`config.mk`:
```
export PLATFORM = sky130hd
export DESIGN_NAME = jtcop_objdma
export DESIGN_NICKNAME = d
export VERILOG_FILES = /design/src/rtl/jtcop_objdma.sv
export SDC_FILE = /design/constraint.sdc
export NUM_CORES = 1
export LEC_CHECK = 0
export BUFFER_PORTS_ARGS = -buffer_cell sky130_fd_sc_hd__buf_4
export CAP_MARGIN = 15
export CORE_MARGIN = 2
export CORE_UTILIZATION = 49
export DETAILED_ROUTE_END_ITERATION = 6
export PLACE_DENSITY = 0.79
export SETUP_SLACK_MARGIN = 0.05
export SLEW_MARGIN = 20
export SYNTH_ARGS = -nofsm -noshare
export SYNTH_HDL_FRONTEND = slang
export SYNTH_SLANG_ARGS = --single-unit
export TNS_END_PERCENT = 20
```
`constraint.sdc`:
```
create_clock -name clk -period 1.9 [get_ports clk]
set_input_delay 0.19 -clock clk [delete_from_list [all_inputs] [get_ports clk]]
set_output_delay 0.19 -clock clk [all_outputs]
set_load 0.01 [all_outputs]
```
`src/rtl/jtcop_objdma.sv`:
```
// jtcop_objdma - object-RAM to sprite line-buffer DMA and object-RAM port arbiter.
//
// A copy_req strobe from the CPU copies all 2**AW words of the object table
// (bank chosen by mixpsel at start) into the sprite buffer. The single object-RAM
// port is shared: the CPU owns it while the DMA is idle or arming, and the DMA
// owns it from the first read until the done pulse, stalling CPU accesses.
//
// Optional build macro: JTCOP_OBJDMA_VBWAIT_EN
//   Defined   - a copy starts only after a falling edge of LVBL (start of vblank)
//               seen after the request.
//   Undefined - a copy starts as soon as the CPU releases the port; LVBL unused.

module jtcop_objdma #(
    parameter int AW     = 10,
    parameter int SETTLE = 1
) (
    input  logic          clk,
    input  logic          rst,
    input  logic          LVBL,
    input  logic          copy_req,
    input  logic          mixpsel,
    input  logic          cpu_cs,
    input  logic [AW-1:0] cpu_addr,
    output logic          cpu_busy,
    output logic [AW:0]   ram_addr,
    output logic          ram_cs,
    input  logic [15:0]   ram_dout,
    input  logic          ram_ok,
    output logic [AW-1:0] buf_addr,
    output logic [15:0]   buf_din,
    output logic          buf_we,
    output logic          dma_busy,
    output logic          done
);

    typedef enum logic [2:0] {
        IDLE,
        ARM,
        RD,
        WR,
        DONE
    } state_t;

    // Settle counter load value: SETTLE-1 extra clocks before ram_ok is trusted
    localparam logic [1:0] SETTLE_LD = 2'(SETTLE - 1);

    state_t        state;
    logic [AW-1:0] cnt;
    logic          bank;
    logic          pending;
    logic [1:0]    settle_cnt;
    logic          arm_go;
    logic          dma_own;

`ifdef JTCOP_OBJDMA_VBWAIT_EN
    logic lvbl_l;
    logic vb_seen;
    logic vb_fall;

    assign vb_fall = lvbl_l & ~LVBL;
    assign arm_go  = ~cpu_cs & (vb_seen | vb_fall);

    // Remember a vblank start seen while armed; forget it whenever not armed
    always_ff @(posedge clk or posedge rst) begin
        if (rst) begin
            lvbl_l  <= 1'b0;
            vb_seen <= 1'b0;
        end else begin
            lvbl_l <= LVBL;
            if (state != ARM) begin
                vb_seen <= 1'b0;
            end else if (vb_fall) begin
                vb_seen <= 1'b1;
            end
        end
    end
`else
    logic unused_lvbl;

    assign unused_lvbl = LVBL;
    assign arm_go      = ~cpu_cs;
`endif

    // Port mux: CPU owns the object RAM until the first DMA read, DMA until done
    always_comb begin
        // NOTE: every output of this block gets a value on every path, so no latch is inferred.
        dma_own = (state == RD) || (state == WR) || (state == DONE);
        if (dma_own) begin
            ram_addr = {bank, cnt};
            ram_cs   = (state == RD);
            cpu_busy = cpu_cs;
        end else begin
            ram_addr = {1'b0, cpu_addr};
            ram_cs   = cpu_cs;
            cpu_busy = 1'b0;
        end
    end

    // Copy sequencer: one RD/WR pair per word, buffer-side outputs registered
    always_ff @(posedge clk or posedge rst) begin
        // NOTE: non-blocking assignments keep every register updating from pre-edge values.
        if (rst) begin
            state      <= IDLE;
            cnt        <= '0;
            bank       <= 1'b0;
            pending    <= 1'b0;
            settle_cnt <= '0;
            buf_addr   <= '0;
            buf_din    <= '0;
            buf_we     <= 1'b0;
            dma_busy   <= 1'b0;
            done       <= 1'b0;
        end else begin
            buf_we <= 1'b0;
            done   <= 1'b0;

            // A single request may queue behind a running copy; extras are dropped
            if (state == IDLE && (copy_req || pending)) begin
                pending <= 1'b0;
            end else if (copy_req && dma_busy) begin
                pending <= 1'b1;
            end

            case (state)
                IDLE: begin
                    if (copy_req || pending) begin
                        dma_busy <= 1'b1;
                        state    <= ARM;
                    end
                end
                ARM: begin
                    if (arm_go) begin
                        bank       <= mixpsel;
                        settle_cnt <= SETTLE_LD;
                        state      <= RD;
                    end
                end
                RD: begin
                    if (settle_cnt != 2'd0) begin
                        settle_cnt <= settle_cnt - 2'd1;
                    end else if (ram_ok) begin
                        buf_din  <= ram_dout;
                        buf_addr <= cnt;
                        buf_we   <= 1'b1;
                        state    <= WR;
                    end
                end
                WR: begin
                    cnt <= cnt + 1'b1;
                    if (&cnt) begin
                        done  <= 1'b1;
                        state <= DONE;
                    end else begin
                        settle_cnt <= SETTLE_LD;
                        state      <= RD;
                    end
                end
                DONE: begin
                    dma_busy <= 1'b0;
                    state    <= IDLE;
                end
                default: begin
                    state <= IDLE;
                end
            endcase
        end
    end

endmodule
```
==> Word level (Yosys, flattened, before mapping) <==
Index checks and enable logic that the tools add are counted.
{ "totals": {"reg_bits": 46, "inputBits": 33, "output_inout_bits": 42} }
{ "op_classes": {"n_addsub": 2, "eq_ne": 10, "n_mux": 22, "bitwise": 2, "reduce_logical": 16} }
{ "op_table": {"columns": ["operator", "count"], "rows": [
  ["$mux W3", 5],
  ["$pmux W3 S4", 1],
  ["$mux W11", 1],
  ["$add A10 B1 Y10 const B", 1],
  ["$mux W1", 10],
  ["$reduce_and A10 Y1", 1],
  ["$ne A2 B2 Y1 const B", 4],
  ["$reduce_and A4 Y1", 2],
  ["$eq A3 B2 Y1 const B", 2],
  ["$mux W2", 3],
  ["$pmux W2 S3", 1],
  ["$reduce_bool A2 Y1", 3],
  ["$ne A2 B1 Y1 const B", 2],
  ["$reduce_and A2 Y1", 2],
  ["$eq A3 B1 Y1 const B", 1],
  ["$eq A3 B3 Y1 const B", 1],
  ["$logic_not A3 Y1", 1],
  ["$logic_or A1 B1 Y1", 3],
  ["$reduce_and A3 Y1", 1],
  ["$reduce_bool A3 Y1", 1],
  ["$logic_and A1 B1 Y1", 2],
  ["$not A1 Y1", 2],
  ["$pmux W1 S2", 1],
  ["$sub A2 B1 Y2 const B", 1]
]} }

==> Logic depth before layout (Yosys ltp) <==
{ "depth": {"ltp_word": 4, "ltp_mapped": 6, "ltp_nobuf": 5} }

==> Worst setup path before layout <==
No wires, ideal clock.
{ "synth_timing": {"kind": "register -> register", "startpoint": "reg cnt[0]", "endpoint": "reg settle_cnt[0]", "setup_ns": 0.127, "arrival_time_ns": 1.590, "required_time_ns": 1.773, "setup_slack_ns": 0.182, "path_stages_with_launch": 6, "n_path_buf": 0, "synth_period_minus_slack_ns": 1.718, "path_cell_list": "dfrtp_1 -> ha_1 -> nand4_1 -> nor4_4 -> a2111oi_2 -> mux2_1"} }
{ "synth_between": {"elab_chain_len": 3} }
{ "synth_lines": {"columns": ["element", "line_no", "source"], "rows": [
  ["from (decl)", "48", "logic [AW-1:0] cnt;"],
  ["from (signal assigned)", "149", "cnt <= cnt + 1'b1;"],
  ["$reduce_and A10 Y1", "150", "if (&cnt) begin"],
  ["$ne A2 B2 Y1 (no line)", null, null],
  ["$reduce_and A4 Y1 (no line)", null, null],
  ["to (signal assigned)", "140", "settle_cnt <= settle_cnt - 2'd1;"],
  ["to (decl)", "51", "logic [1:0] settle_cnt;"]
]} }
Every way passes these cells.
A chain may end at the register's enable or synchronous reset.

==> Worst setup path in the final report <==
{ "layout_timing": {"startpoint": "reg state[1]", "endpoint": "out ram_addr[0]"} }
{ "layout_between": {"elab_chain_len": 4, "elab_cells_between_ends": 6, "classes_between": "3 x eq/ne; 1 x mux; 2 x reduce/logical"} }
{ "layout_lines": {"columns": ["element", "line_no", "source"], "rows": [
  ["from (decl)", "47", "state_t state;"],
  ["from (signal assigned)", "103", "state <= IDLE;"],
  ["from (signal assigned)", "128", "state <= ARM;"],
  ["from (signal assigned)", "135", "state <= RD;"],
  ["$eq A3 B2 Y1", "87", "dma_own = (state == RD) || (state == WR) || (state == DONE);"],
  ["$logic_or A1 B1 Y1", "87", null],
  ["$logic_or A1 B1 Y1 *", "87", null],
  ["$mux W11 *", "88", "if (dma_own) begin"],
  ["to (decl)", "25", "output logic [AW:0] ram_addr,"]
]} }
Every way passes the cells marked *; elsewhere a longest branch is shown, timed or not.

==> impl_metrics.json <==
{
  "wl_per_cell_um": 14.2,
  "fin_skew_ns": 0.00279,
  "port-buffer-count": 73,
  "stdcell_area_um2": 2960,
  "drv_cap": 0,
  "drc": 0,
  "status": "finished clean",
  "leakagePower_nw": 1.47,
  "ys_types": 28,
  "die_y_um": 68.5,
  "place_hpwl_um": 3040,
  "clock-sinks": 46,
  "worst_ep_required_time_ns": 1.71,
  "ys_seq_elements": 46,
  "synth_compound_area_share_pct": 2.45,
  "crit_path_max_fanout": 6,
  "cts_tree": "built",
  "cp-start-kind": "flip-flop",
  "insertion_delay_ns": 0.30,
  "crit_path_end_kind": "output pin",
  "power_density_nw_per_um2": 1410,
  "viasPerCell": 5.05,
  "synth_nets": 188,
  "pin_count": 75,
  "vias": 1510,
  "gp_congestion": 0.787,
  "first_pass_iters": 4,
  "internal-power_mw": 2.78,
  "hold_start": "ram_dout[11]",
  "cp.arrival_ns": 1.65,
  "vdd_ir_drop_max_mv": 0.924,
  "post-route-period-util_pct": 97.0,
  "clk_pin_slew_ns": 0.08,
  "worst_pin_slew_ns": 0.535,
  "fmax_ghz": 0.543,
  "clockPowerShare_pct": 14.6,
  "pwr-share-seq_pct": 37.4,
  "grt-ovfl-total": 0,
  "wl_um": 4240,
  "crit_type": "flip-flop to output pin",
  "slew_headroom_pct": 64.3,
  "rsz0062_at_grt": "true",
  "cpPeakStageDelay_ns": 0.42,
  "core.rowCount": 23,
  "path_cells": "nor2_2 -> mux2i_2 -> buf_6 -> mux2_4 -> buf_6",
  "period_needed_ns": 1.84,
  "final_hold_viol_count": 0,
  "post_dp_cell_area_um2": 2720,
  "antenna_found_initial": 0,
  "synth_simple_gate_area_share_pct": 10.9,
  "hold_class": "input pin to flip-flop",
  "cts_buffer_depth": 2,
  "critical-path-top-delay-family": "multiplexers",
  "yosys.area_share.xor_xnor_pct": 3.86,
  "antenna_cells_inserted": 0,
  "nets": 283,
  "core_um2": 4000,
  "die_width_um": 68.5,
  "cpMostUsedCell": "buf_6",
  "area_growth_syn_to_layout_pct": 45.1,
  "synthAdderAreaFrac_pct": 1.23,
  "syn_inst": 153,
  "tns_ns": 0,
  "critPathBufInv": 2,
  "cts_buffers": 5,
  "cts_root_buf": "clkbuf_8",
  "syn_area_per_cell_um2": 13.3,
  "initial_core_util_pct": 51.0,
  "grt_usage_pct": 20.2,
  "ant_nets": 0,
  "p_sw_mw": 1.40,
  "first_iter_violations": 45,
  "die-area_um2": 4700,
  "yosys_warnings": 0,
  "syn-cell-area_um2": 2040,
  "swShare_pct": 33.5,
  "p_comb_share_pct": 48.0,
  "slew_viol_final": 0,
  "synthMuxAreaShare_pct": 22.2,
  "first_global_vias": 1461,
  "yosysSeqAreaShare_pct": 56.4,
  "drive_gt1_share_pct": 49.0,
  "critPathSlowestCell": "dfrtp_1",
  "synth_top_family_by_area": "multiplexers",
  "grt_max_degree": 28,
  "n_fill_cell": 278,
  "grt_pass1_wl_um": 6800,
  "setup_viol": 0,
  "r2r_start": "cnt[0]",
  "crit_start": "state[1]",
  "power_mw": 4.17,
  "final_util_pct": 74.0,
  "h-tree-depth": 2
}
-- worst reg2reg max path: cells and delay by family, from the launching register on --
family / cells / cell delay (ns)
compound gates: 1 / 0.43
fa+ha+maj: 1 / 0.21
flops: 1 / 0.38
mux: 1 / 0.36
simple gates: 2 / 0.20
-- state kept, by name, indices dropped and copies added (netlist names) --
name and cells:
dma_busy 1, bank 1, buf_we 1, state 3, cnt 10, pending 1
buf_din 16, buf_addr 10, settle_cnt 2, done 1
-- cell usage after synthesis --
cell | instances | area share (%)
dfrtp_1 | 46 | 56
mux2_1 | 38 | 21
nor2_1 | 8 | 1.5
nand2_1 | 7 | 1.3
nand4_1 | 6 | 1.8
xnor2_1 | 6 | 2.6
a21oi_1 | 5 | 1.2
inv_1 | 5 | 0.92
nor3_1 | 4 | 0.98
buf_2 | 3 | 0.74
buf_4 | 3 | 1.1
xor2_1 | 3 | 1.3
ha_1 | 2 | 1.2
nand3_1 | 2 | 0.49
o21ai_0 | 2 | 0.49
a2111oi_2 | 1 | 0.74
and3_1 | 1 | 0.31
and3b_1 | 1 | 0.43
inv_2 | 1 | 0.18
mux2_2 | 1 | 0.55
mux2i_2 | 1 | 0.67
nand3b_4 | 1 | 0.98
nand4_2 | 1 | 0.61
nor2_4 | 1 | 0.55
nor2b_1 | 1 | 0.31
nor4_1 | 1 | 0.31
nor4_4 | 1 | 1.0
or2_2 | 1 | 0.31
-- power groups by stage --
stage / Combinational (mW) / Clock [mW] / Sequential (mW)
after global placement: 1.77 / 0 / 1.57
after floorplan: 0.861 / 0 / 1.68
after global routing: 2.17 / 0.673 / 1.61
after detailed placement: 1.81 / 0 / 1.59
after CTS: 1.90 / 0.629 / 1.56
final: 2.00 / 0.608 / 1.56
-- cell usage in the layout (no fill, tap or decap), drive strengths merged --
cell type and count:
buf 93, dfrtp 46, mux2 39, nor2 9, nand2 7, nand4 7
xnor2 6, clkbuf 6, inv 6, a21oi 5, nor3 4, xor2 3
nand3 2, o21ai 2, ha 2, nor4 2, nand3b 1, a2111oi 1
and3b 1, and3 1, mux2i 1, nor2b 1, or2 1, clkinvlp 1
clkinv 1, dlygate4sd3 1
-- metal layers --
layer	track usage, %	wire length [µm]
met1	24.4	1790
met2	33.5	2080
met3	5.52	289
met5	0	0
met4	9.25	81
-- cell families (layout without fill, tap and decap cells) --
| kind of cell | Yosys count | count (layout) |
|---|---|---|
| AO/OA/AOI/OAI | 8 | 8 |
| XOR/XNOR | 9 | 9 |
| adder cells (fa/ha/maj) | 2 | 2 |
| buffers and inverters | 12 | 108 |
| flip-flops | 46 | 46 |
| multiplexers | 40 | 40 |
| AND/OR/NAND/NOR | 36 | 36 |
-- repair_timing --
item                                    in CTS  in global routing
endpoints found under the setup margin       9                  9
pin swaps                                    1                  1
hold buffers                                 1                  0
hold endpoints to repair                    24                  0
buffers inserted                             6                  1
resized for setup                            8                 15
-- metrics by stage --
stage	hold slack (ns)	instances	setup WS [ns]
after floorplan	0.325	153	0.182
after global placement	0.268	283	0.235
after detailed placement	0.271	283	0.218
after CTS	0.0947	298	0.0522
after global routing	0.0919	299	0.00515
final	0.105	299	0.0578
-- path summary, 6_finish.rpt --
path | endpoint | slack, ns | cells after the start
min in group asynchronous | buf_din[1] | 0.49 | 3
hold / removal | buf_din[11] | 0.10 | 2
setup / recovery | ram_addr[0] | 0.06 | 5
setup reg to reg | settle_cnt[1] | 0.21 | 5
max in group asynchronous | state[2] | 0.85 | 4
hold reg to reg | bank | 0.48 | 1
-- final cells by class --
cell class / count / area, µm² / area share, %
inverters: 6 / 22.5 / 0.760
repair buffers: 94 / 762 / 25.7
clock buffers: 6 / 82.6 / 2.79
flip-flops and latches: 46 / 1150 / 39.0
well taps: 50 / 62.6 / 2.11
multi-input cells: 95 / 866 / 29.2
clock inverters: 2 / 12.5 / 0.422
Note: power is estimated with default switching activity, not from simulation.
